## config.mk

```make
export PLATFORM = sky130hd
export DESIGN_NAME = router_ingress_buf_flat
export DESIGN_NICKNAME = d
export VERILOG_FILES = /design/src/rtl/router_ingress_if.sv /design/src/rtl/router_ingress_buf.sv /design/src/flat_wrapper.sv
export SDC_FILE = /design/constraint.sdc
export NUM_CORES = 2
export LEC_CHECK = 0
export CAP_MARGIN = 20
export CELL_PAD_IN_SITES_DETAIL_PLACEMENT = 1
export CELL_PAD_IN_SITES_GLOBAL_PLACEMENT = 1
export CORE_UTILIZATION = 23
export DETAILED_ROUTE_END_ITERATION = 10
export DONT_BUFFER_PORTS = 1
export GPL_ROUTABILITY_DRIVEN = 0
export GPL_TIMING_DRIVEN = 0
export PLACE_DENSITY_LB_ADDON = 0.1
export SLEW_MARGIN = 20
export SYNTH_ARGS = -nofsm -noshare
export SYNTH_HDL_FRONTEND = slang
export SYNTH_SLANG_ARGS = --single-unit
```

## constraint.sdc

```tcl
create_clock -name clk -period 6.33 [get_ports clk]
set_input_delay 0.9495 -clock clk [delete_from_list [all_inputs] [get_ports clk]]
set_output_delay 0.9495 -clock clk [all_outputs]
set_load 0.005 [all_outputs]
```

## src/rtl/router_ingress_if.sv

```systemverilog
// router_ingress_if: AXI4 AW/W/AR request channels between a master and a
// router input port. The master modport drives valid/payload and receives
// ready; the slave modport is the mirror image.
//   aw*: write address channel (addr, len, size, burst)
//   w* : write data channel (data, strb, last)
//   ar*: read address channel (addr, len, size, burst)
interface router_ingress_if #(
    parameter int DATA_W = 64,
    parameter int ADDR_W = 32
);
    logic                  awvalid;
    logic                  awready;
    logic [ADDR_W-1:0]     awaddr;
    logic [7:0]            awlen;
    logic [2:0]            awsize;
    logic [1:0]            awburst;

    logic                  wvalid;
    logic                  wready;
    logic [DATA_W-1:0]     wdata;
    logic [DATA_W/8-1:0]   wstrb;
    logic                  wlast;

    logic                  arvalid;
    logic                  arready;
    logic [ADDR_W-1:0]     araddr;
    logic [7:0]            arlen;
    logic [2:0]            arsize;
    logic [1:0]            arburst;

    modport master (
        output awvalid, awaddr, awlen, awsize, awburst,
        input  awready,
        output wvalid, wdata, wstrb, wlast,
        input  wready,
        output arvalid, araddr, arlen, arsize, arburst,
        input  arready
    );

    modport slave (
        input  awvalid, awaddr, awlen, awsize, awburst,
        output awready,
        input  wvalid, wdata, wstrb, wlast,
        output wready,
        input  arvalid, araddr, arlen, arsize, arburst,
        output arready
    );
endinterface

```

## src/rtl/router_ingress_buf.sv

```systemverilog
// router_ingress_buf: per-port ingress buffer in front of a router input.
// Registered AW/AR/W FIFOs decouple the master from the crossbar. W beats
// are only released once their AW has been handed to the router; wlast is
// regenerated from the accepted awlen and master wlast mismatches are counted.
//   clk, rst_n : clock, asynchronous active-low reset
//   s          : upstream AXI request channels (slave modport)
//   m          : downstream AXI request channels to the router (master modport)
//   err_wlast  : sticky, a master wlast mismatch was seen
//   err_cnt    : saturating count of mismatched beats

// Synchronous FIFO with registered pointers and occupancy count. The head is
// forced to zero while empty so idle/reset payloads read as zero.
module ingress_fifo #(
    parameter int W     = 8,
    parameter int DEPTH = 4
) (
    input  logic         clk,
    input  logic         rst_n,
    input  logic         push,
    input  logic [W-1:0] din,
    input  logic         pop,
    output logic [W-1:0] dout,
    output logic         full,
    output logic         empty
);
    localparam int PW = $clog2(DEPTH);
    localparam int CW = PW + 1;
    localparam logic [CW-1:0] FULL_CNT = CW'(DEPTH);

    logic [W-1:0]  mem [DEPTH];
    logic [PW-1:0] wptr, rptr;
    logic [CW-1:0] count;

    assign full  = (count == FULL_CNT);
    assign empty = (count == '0);
    assign dout  = empty ? '0 : mem[rptr];

    always_ff @(posedge clk or negedge rst_n) begin
        if (!rst_n) begin
            wptr  <= '0;
            rptr  <= '0;
            count <= '0;
        end else begin
            if (push) wptr <= wptr + 1'b1;
            if (pop)  rptr <= rptr + 1'b1;
            case ({push, pop})
                2'b10:   count <= count + 1'b1;
                2'b01:   count <= count - 1'b1;
                default: count <= count;
            endcase
        end
    end

    // Storage needs no reset: entries are only visible while counted.
    always_ff @(posedge clk) begin
        if (push) mem[wptr] <= din;
    end
endmodule

module router_ingress_buf #(
    parameter int DATA_W      = 64,
    parameter int ADDR_W      = 32,
    parameter int AFIFO_DEPTH = 4,
    parameter int WFIFO_DEPTH = 16
) (
    input  logic                   clk,
    input  logic                   rst_n,
    router_ingress_if.slave        s,
    router_ingress_if.master       m,
    output logic                   err_wlast,
    output logic [7:0]             err_cnt
);
    localparam int A_W = ADDR_W + 13;            // {addr, len, size, burst}
    localparam int W_W = DATA_W + DATA_W/8 + 1;  // {data, strb, last}

    logic           aw_full, aw_empty, ar_full, ar_empty;
    logic           w_full, w_empty, l_full, l_empty;
    logic [A_W-1:0] aw_head, ar_head;
    logic [W_W-1:0] w_head;
    logic [7:0]     l_head;
    logic           aw_push, aw_pop, ar_push, ar_pop, w_push, w_pop, l_pop;
    logic [7:0]     beat_cnt;
    logic           wlast_gen;

    // Upstream ready looks only at registered occupancy.
    assign s.awready = !aw_full;
    assign s.wready  = !w_full;
    assign s.arready = !ar_full;

    assign aw_push = s.awvalid && !aw_full;
    assign w_push  = s.wvalid  && !w_full;
    assign ar_push = s.arvalid && !ar_full;

    // AW is held back while LQ cannot record its length.
    assign m.awvalid = !aw_empty && !l_full;
    assign aw_pop    = m.awvalid && m.awready;
    assign m.awaddr  = aw_head[A_W-1 -: ADDR_W];
    assign m.awlen   = aw_head[12:5];
    assign m.awsize  = aw_head[4:2];
    assign m.awburst = aw_head[1:0];

    assign m.arvalid = !ar_empty;
    assign ar_pop    = m.arvalid && m.arready;
    assign m.araddr  = ar_head[A_W-1 -: ADDR_W];
    assign m.arlen   = ar_head[12:5];
    assign m.arsize  = ar_head[4:2];
    assign m.arburst = ar_head[1:0];

    // A W beat only leaves once LQ holds the length of an accepted AW.
    assign wlast_gen = (beat_cnt == l_head);
    assign m.wvalid  = !w_empty && !l_empty;
    assign w_pop     = m.wvalid && m.wready;
    assign l_pop     = w_pop && wlast_gen;
    assign m.wdata   = w_head[W_W-1 -: DATA_W];
    assign m.wstrb   = w_head[DATA_W/8:1];
    assign m.wlast   = wlast_gen;

    ingress_fifo #(.W(A_W), .DEPTH(AFIFO_DEPTH)) u_awq (
        .clk, .rst_n, .push(aw_push),
        .din({s.awaddr, s.awlen, s.awsize, s.awburst}),
        .pop(aw_pop), .dout(aw_head), .full(aw_full), .empty(aw_empty)
    );

    ingress_fifo #(.W(A_W), .DEPTH(AFIFO_DEPTH)) u_arq (
        .clk, .rst_n, .push(ar_push),
        .din({s.araddr, s.arlen, s.arsize, s.arburst}),
        .pop(ar_pop), .dout(ar_head), .full(ar_full), .empty(ar_empty)
    );

    ingress_fifo #(.W(W_W), .DEPTH(WFIFO_DEPTH)) u_wq (
        .clk, .rst_n, .push(w_push),
        .din({s.wdata, s.wstrb, s.wlast}),
        .pop(w_pop), .dout(w_head), .full(w_full), .empty(w_empty)
    );

    // Burst lengths of AWs already handed to the router, oldest first.
    ingress_fifo #(.W(8), .DEPTH(AFIFO_DEPTH)) u_lq (
        .clk, .rst_n, .push(aw_pop), .din(m.awlen),
        .pop(l_pop), .dout(l_head), .full(l_full), .empty(l_empty)
    );

    always_ff @(posedge clk or negedge rst_n) begin
        if (!rst_n) begin
            beat_cnt  <= '0;
            err_wlast <= 1'b0;
            err_cnt   <= '0;
        end else if (w_pop) begin
            beat_cnt <= wlast_gen ? 8'd0 : beat_cnt + 8'd1;
            // Stored master wlast sits in the LSB of the W entry.
            if (w_head[0] != wlast_gen) begin
                err_wlast <= 1'b1;
                if (err_cnt != 8'hFF) err_cnt <= err_cnt + 8'd1;
            end
        end
    end
endmodule
```

## src/flat_wrapper.sv

```systemverilog
// flat-port wrapper written by rule: the top's interface ports become plain ports
module router_ingress_buf_flat 
#(
    parameter int DATA_W      = 64,
    parameter int ADDR_W      = 32,
    parameter int AFIFO_DEPTH = 4,
    parameter int WFIFO_DEPTH = 16
)
  (clk, rst_n, err_wlast, err_cnt, s_awvalid, s_awaddr, s_awlen, s_awsize, s_awburst, s_awready, s_wvalid, s_wdata, s_wstrb, s_wlast, s_wready, s_arvalid, s_araddr, s_arlen, s_arsize, s_arburst, s_arready, m_awvalid, m_awaddr, m_awlen, m_awsize, m_awburst, m_awready, m_wvalid, m_wdata, m_wstrb, m_wlast, m_wready, m_arvalid, m_araddr, m_arlen, m_arsize, m_arburst, m_arready);
  router_ingress_if #(.DATA_W(DATA_W), .ADDR_W(ADDR_W)) s_i ();
  router_ingress_if #(.DATA_W(DATA_W), .ADDR_W(ADDR_W)) m_i ();
  input  logic clk;
  input  logic rst_n;
  output logic err_wlast;
  output logic [7:0] err_cnt;
  input wire logic [$bits(s_i.awvalid)-1:0] s_awvalid;
  input wire logic [$bits(s_i.awaddr)-1:0] s_awaddr;
  input wire logic [$bits(s_i.awlen)-1:0] s_awlen;
  input wire logic [$bits(s_i.awsize)-1:0] s_awsize;
  input wire logic [$bits(s_i.awburst)-1:0] s_awburst;
  output wire logic [$bits(s_i.awready)-1:0] s_awready;
  input wire logic [$bits(s_i.wvalid)-1:0] s_wvalid;
  input wire logic [$bits(s_i.wdata)-1:0] s_wdata;
  input wire logic [$bits(s_i.wstrb)-1:0] s_wstrb;
  input wire logic [$bits(s_i.wlast)-1:0] s_wlast;
  output wire logic [$bits(s_i.wready)-1:0] s_wready;
  input wire logic [$bits(s_i.arvalid)-1:0] s_arvalid;
  input wire logic [$bits(s_i.araddr)-1:0] s_araddr;
  input wire logic [$bits(s_i.arlen)-1:0] s_arlen;
  input wire logic [$bits(s_i.arsize)-1:0] s_arsize;
  input wire logic [$bits(s_i.arburst)-1:0] s_arburst;
  output wire logic [$bits(s_i.arready)-1:0] s_arready;
  output wire logic [$bits(m_i.awvalid)-1:0] m_awvalid;
  output wire logic [$bits(m_i.awaddr)-1:0] m_awaddr;
  output wire logic [$bits(m_i.awlen)-1:0] m_awlen;
  output wire logic [$bits(m_i.awsize)-1:0] m_awsize;
  output wire logic [$bits(m_i.awburst)-1:0] m_awburst;
  input wire logic [$bits(m_i.awready)-1:0] m_awready;
  output wire logic [$bits(m_i.wvalid)-1:0] m_wvalid;
  output wire logic [$bits(m_i.wdata)-1:0] m_wdata;
  output wire logic [$bits(m_i.wstrb)-1:0] m_wstrb;
  output wire logic [$bits(m_i.wlast)-1:0] m_wlast;
  input wire logic [$bits(m_i.wready)-1:0] m_wready;
  output wire logic [$bits(m_i.arvalid)-1:0] m_arvalid;
  output wire logic [$bits(m_i.araddr)-1:0] m_araddr;
  output wire logic [$bits(m_i.arlen)-1:0] m_arlen;
  output wire logic [$bits(m_i.arsize)-1:0] m_arsize;
  output wire logic [$bits(m_i.arburst)-1:0] m_arburst;
  input wire logic [$bits(m_i.arready)-1:0] m_arready;
  assign s_i.awvalid = s_awvalid;
  assign s_i.awaddr = s_awaddr;
  assign s_i.awlen = s_awlen;
  assign s_i.awsize = s_awsize;
  assign s_i.awburst = s_awburst;
  assign s_awready = s_i.awready;
  assign s_i.wvalid = s_wvalid;
  assign s_i.wdata = s_wdata;
  assign s_i.wstrb = s_wstrb;
  assign s_i.wlast = s_wlast;
  assign s_wready = s_i.wready;
  assign s_i.arvalid = s_arvalid;
  assign s_i.araddr = s_araddr;
  assign s_i.arlen = s_arlen;
  assign s_i.arsize = s_arsize;
  assign s_i.arburst = s_arburst;
  assign s_arready = s_i.arready;
  assign m_awvalid = m_i.awvalid;
  assign m_awaddr = m_i.awaddr;
  assign m_awlen = m_i.awlen;
  assign m_awsize = m_i.awsize;
  assign m_awburst = m_i.awburst;
  assign m_i.awready = m_awready;
  assign m_wvalid = m_i.wvalid;
  assign m_wdata = m_i.wdata;
  assign m_wstrb = m_i.wstrb;
  assign m_wlast = m_i.wlast;
  assign m_i.wready = m_wready;
  assign m_arvalid = m_i.arvalid;
  assign m_araddr = m_i.araddr;
  assign m_arlen = m_i.arlen;
  assign m_arsize = m_i.arsize;
  assign m_arburst = m_i.arburst;
  assign m_i.arready = m_arready;
  router_ingress_buf #(.DATA_W(DATA_W), .ADDR_W(ADDR_W), .AFIFO_DEPTH(AFIFO_DEPTH), .WFIFO_DEPTH(WFIFO_DEPTH)) u_core (.clk(clk), .rst_n(rst_n), .s(s_i), .m(m_i), .err_wlast(err_wlast), .err_cnt(err_cnt));
endmodule
```

; ---- Yosys cells after proc, flatten, opt, wreduce, memory -nomap -nowiden
; Memories as Yosys holds them, arrays and structs flattened.
; Index checks and enable logic that the tools add are counted.
[op_classes]
n_addsub = 18
eq_ne = 15
muxes = 17
reduce_logical = 27
[ops]
columns = cell, count
row1 = $mux W45, 2
row2 = $mux W73, 1
row3 = $pmux W3 S2, 3
row4 = $add A8 B1 Y8 const B, 2
row5 = $mux W8, 2
row6 = $add A2 B1 Y2 const B, 6
row7 = $pmux W5 S2, 1
row8 = $add A3 B1 Y3 const B, 3
row9 = $eq A3 B3 Y1 const B, 3
row10 = $logic_and A1 B1 Y1, 9
row11 = $logic_not A3 Y1, 3
row12 = $sub A3 B1 Y3 const B, 3
row13 = $add A4 B1 Y4 const B, 2
row14 = $eq A2 B1 Y1 const B, 4
row15 = $eq A2 B2 Y1 const B, 4
row16 = $eq A8 B8 Y1, 1
row17 = $logic_not A1 Y1, 8
row18 = $mux W1, 8
row19 = $ne A8 B8 Y1 const B, 1
row20 = $reduce_bool A2 Y1, 4
row21 = $add A5 B1 Y5 const B, 1
row22 = $eq A5 B5 Y1 const B, 1
row23 = $logic_not A5 Y1, 1
row24 = $sub A5 B1 Y5 const B, 1
row25 = 3 further kinds, 3
[word_totals]
register_bits = 51
mem_bits_rw = 1560
in_bits = 171
elab_cells = 96
n_memories = 4
[mem_list]
columns = memory, words, width, rd, rd_clocked_by_memory_dff, wr, line_no
row1 = u_core.u_wq.mem, 16, 73, 1, 0, 1, router_ingress_buf.sv:30  ; logic [W-1:0] mem [DEPTH];
row2 = u_core.u_arq.mem, 4, 45, 1, 0, 1, router_ingress_buf.sv:30
row3 = u_core.u_awq.mem, 4, 45, 1, 0, 1, router_ingress_buf.sv:30
row4 = u_core.u_lq.mem, 4, 8, 1, 0, 1, router_ingress_buf.sv:30

; ---- Logic depth before layout (Yosys ltp)
[depth]
ltp_word = 7
mapped_depth = 13
ltp_nobuf = 11

; ---- Modules after synthesis
; From an unflattened synthesis, not the netlist that was laid out.
[unflattened]
cells_unflattened = 2893
hier_area_um2 = 62546.2
[modules_own_cells]
columns = module, n_inst, cells_each, area_each_um2, seq_area_each_um2
row1 = ingress_fifo at u_core.u_wq, 1, 2061, 45537.4, 35399.0
row2 = ingress_fifo at u_core.u_arq, 1, 320, 7198.2, 5580.4
row3 = ingress_fifo at u_core.u_awq, 1, 320, 7193.1, 5580.4
row4 = ingress_fifo at u_core.u_lq, 1, 87, 1606.5, 1136.1
row5 = router_ingress_buf, 1, 105, 1011.0, 425.4

; ---- Least setup slack after synthesis
; OpenSTA, ideal clock, no wires.
[synth_timing]
path_kind = input to register
from = input port s_wvalid
to = memory u_core.u_wq.mem[3][0] (netlist bit), enable pin
setup_time_ns = 0.594
arrival_time_ns = 6.447
t_required_ns = 5.736
slack_ns = -0.711
cell_stages = 4
n_path_buf = 1
path_cell_list = and2_1 > clkbuf_1 > nand2_1 > nor3_1
[synth_via]
elab_chain_cells = 3
[synth_rtl]
columns = item, line_no
row1 = "start, declared", flat_wrapper.sv:22  ; input wire logic [$bits(s_i.wvalid)-1:0] s_wvalid;
row2 = $logic_and A1 B1 Y1, router_ingress_buf.sv:91  ; assign w_push = s.wvalid && !w_full;
row3 = $mux W1, router_ingress_buf.sv:56  ; if (push) mem[wptr] <= din;
row4 = $mux W1 (not written as such), router_ingress_buf.sv:56
row5 = "end, declared", router_ingress_buf.sv:30
; Every way passes these cells.

; ---- Worst setup path after layout
[layout_timing]
from = register u_core.u_wq.rptr[1]
to = output port m_wdata[14]
[layout_via]
elab_chain_cells = 2
[layout_rtl]
columns = item, line_no
row1 = "start, declared", router_ingress_buf.sv:31  ; logic [PW-1:0] wptr, rptr;
row2 = "start signal, assigned", router_ingress_buf.sv:45  ; if (pop) rptr <= rptr + 1'b1;
row3 = $mem_v2 Z16 W73, --
row4 = $mux W73, router_ingress_buf.sv:36  ; assign dout = empty ? '0 : mem[rptr];
row5 = "end, declared", flat_wrapper.sv:40  ; output wire logic [$bits(m_i.wdata)-1:0] m_wdata;
; Every way passes these cells.

==> reports/summary.txt <==
XOR/XNOR Fraction of Synth Area: 0.00580
Area growth, synth to finish: 20.9%
worst-margin pin slew: 1.13 ns
CP Launch Type: flop
largest net degree at the start of global routing: 52
Min Hold Slack: 0.189 ns
postcts setup bufs: 0
Final Net Count: 3141
number of global-route vias before repair: 31.8k
delay-heaviest family, CP: buffers and inverters
DRC viols: 0
top cell type's share of synthesized area: 0.757
Syn. warnings: 0
largest family of logic cells by synthesized area: multiplexers
port bufs: 0
P per Cell Area: 466 mW/mm^2
post-synthesis compound-gate area fraction: 0.00459
DR pass1 iterations: 5
wire length on met1: 75700 um
FF-to-FF Start: u_core.u_wq.count[3]
Post-Syn Area per Cell: 23.6 um^2
uppermost layer routed: met4
endpoint arrival time on the critical path: 4.59 ns
Hold Crit Class: in2reg
CP Max Fanout: 10
worst skew pair latency: 0.85 ns
Crit Path Category: reg2out
CTS Hold Bufs: 2
filler instances: 27.1k
initial core utilization: 0.231
DRT iter0 DRCs: 1769
Max Freq: 0.181 GHz
DPL Wire Length: 122000 um
final clock skew: 0.0687 ns
CP Buf/Inv Count: 4
Min Clock Period, post-route: 5.54 ns
max-slew violation count: 0
RSZ-0062 raised after global routing: false
total gr overflow: 0
Num CTS Buffers: 198
htree depth: 4
delay of the slowest critical-path stage: 0.77 ns
CP required: 5.38 ns
core area: 0.268 mm^2
antenna violations before repair: 7
CTS tree: built
Critical Path Sink Type: output pin
Leak: 23.1 nW
maximum vdd drop: 0.000206 V
CTS clock-pin slew for the worst setup and hold paths: 0.06 ns
routed wire length: 183000 um
ANT nets after route: 0
metal3 WL: 14700 um
most common cell after layout, fill and taps aside: edfxtp_1
Clock Tree Buf Depth: 4
Final period util: 0.875
Total Power: 34.8 mW
vias per cell: 4.24
Gates resized, CTS repair: 0
Synth Register Bits: 1611
ranking of synthesized cells by area: edfxtp_1 (76%), mux4_2 (17%), dfrtp_1 (2.1%)
height of the die: 521 um
outcome: completed
relative slew slack: 0.244
setup_tns: 0 ns
Total GRT Usage: 0.134
Synth area leader: edfxtp_1
Seq/Total Area, Yosys: 0.778
CP Launch Point: u_core.u_wq.rptr[1]
Die Span X: 521 um
first-pass GRT wire length: 252000 um
endpoints failing setup: 0
Simple-Gate Fraction of Synth Area: 0.0259
Slowest cell on crit path: nor2b_1
Synth Cell Area: 0.0619 mm^2
Mapped Nets: 2825
share of layout cells above drive strength 1: 0.299
critical-path cell list: clkbuf_1, buf_8, clkbuf_2, clkbuf_1, mux4_2, mux4_2, nor2b_1
Adder-Cell Fraction of Synth Area: 0.00655
Detail Route met2 WL: 88600 um
most frequent cells in the layout: edfxtp_1 (1560), mux4_2 (463), clkbuf_16 (200)
Root Buffer: clkbuf_16
Hold Violations, Final: 0
I/O pin count: 349
Synth cell types: 45
CTS sink count: 1611
mux cell area share after synthesis: 0.169
die area: 0.271 mm^2
routed length per instance: 27.5 um
Post-Syn Instances: 2624
Max Cap Violations: 0
vias after detailed routing: 28.2k
Hold Crit Start: s_awaddr[13]
num rows: 190
cells by family (layout without fill, tap and decap cells):
kind of cell / count (synthesis) / in the layout
xor gates and xnor gates: 41 / 41
AOI/OAI and AO/OA: 44 / 44
buffers and inverters: 154 / 623
muxes: 468 / 468
other: 0 / 3
and+or+nand+nor: 276 / 276
adders and majority gates: 30 / 30
DFF: 1611 / 1611
flip-flops by register name (all words and copies together) (netlist names), 4 cells and up:
signal,flops
u_core.u_wq.count,5
u_core.err_cnt,8
u_core.u_wq.mem,1168
u_core.u_awq.mem,180
u_core.u_lq.mem,32
u_core.beat_cnt,8
u_core.u_wq.rptr,4
u_core.u_wq.wptr,4
u_core.u_arq.mem,180
per-stage QoR:
step	cell area [um^2]	std cells	worst slack, ns	utilization
floorplan	61900	2624	1.25	-
global placement	66300	6176	-5.20	0.248
detailed placement	68800	6290	1.55	0.257
CTS	74800	6645	0.609	0.279
global route	74800	6646	0.517	0.279
finish	74800	6648	0.791	0.279
per-layer routing:
layer | GRT usage | up-vias
met5 | 0 | -
met4 | 0.0319 | 0
met3 | 0.0486 | 242
met2 | 0.222 | 672
met1 | 0.164 | 15568
li1 | - | 11708
worst paths after layout:
| kind | to | slack, ns | cells after the start |
|---|---|---|---|
| min in group asynchronous | u_core.u_wq.rptr[0] | 0.78 | 2 |
| max | m_wdata[14] | 0.79 | 7 |
| min reg2reg | u_core.u_arq.count[2] | 0.50 | 1 |
| min | u_core.u_awq.mem[0][26] | 0.19 | 0 |
| max in group asynchronous | u_core.u_awq.count[2] | 5.19 | 2 |
| max reg2reg | u_core.u_wq.count[4] | 1.91 | 12 |
synthesized netlist by cell type:
cell type / number
edfxtp_1: 1560
mux4_2: 463
nor2b_1: 121
clkbuf_1: 93
and2_1: 53
dfrtp_1: 51
xnor2_1: 28
nand2_1: 27
ha_1: 26
nor2_1: 23
inv_1: 22
o21ai_0: 22
buf_1: 19
and3_1: 18
buf_2: 16
xor2_1: 13
nor3_1: 8
nand4_1: 6
a21oi_1: 5
nand3_1: 5
a22o_1: 4
fa_1: 4
nor4b_1: 4
a21o_1: 3
and4_1: 3
a22oi_1: 2
a32oi_2: 2
buf_4: 2
mux2_2: 2
mux2i_1: 2
nand2b_1: 2
or3_1: 2
a31oi_1: 1
a41oi_1: 1
buf_6: 1
clkbuf_2: 1
mux2_4: 1
nand3b_1: 1
nor2_2: 1
nor4_1: 1
o2111ai_1: 1
o211ai_1: 1
o21a_1: 1
o21ai_1: 1
or4_1: 1
worst register-to-register path, cell delays in order (launching register included):
cell,delay (ns)
dfrtp_1,0.43
or4_1,0.62
o211ai_1,0.25
clkbuf_1,0.69
inv_1,0.18
clkbuf_1,0.48
ha_1,0.47
fa_1,0.45
a21o_1,0.19
a21oi_1,0.17
xor2_1,0.17
nor2_1,0.07
xor2_1,0.15
power breakdown:
part / switching (mW) / internal, mW / total, mW
Sequential: 0.377 / 13.2 / 13.6
Clock: 4.40 / 6.17 / 10.6
Combinational: 6.13 / 4.52 / 10.7
Total: 10.9 / 23.9 / 34.8
area by class of cell:
class,count,area (um^2),share of cell area
Antenna cell,3,7.51,0.000100
Buffer,132,577,0.00771
Clock buffer,248,5180,0.0693
Clock inverter,105,778,0.0104
Inverter,22,82.6,0.00110
Multi-Input combinational cell,859,13300,0.178
Sequential cell,1611,48100,0.643
Tap cell,3552,4440,0.0594
Timing Repair Buffer,116,2280,0.0305
(Power assumes the default switching activity.)
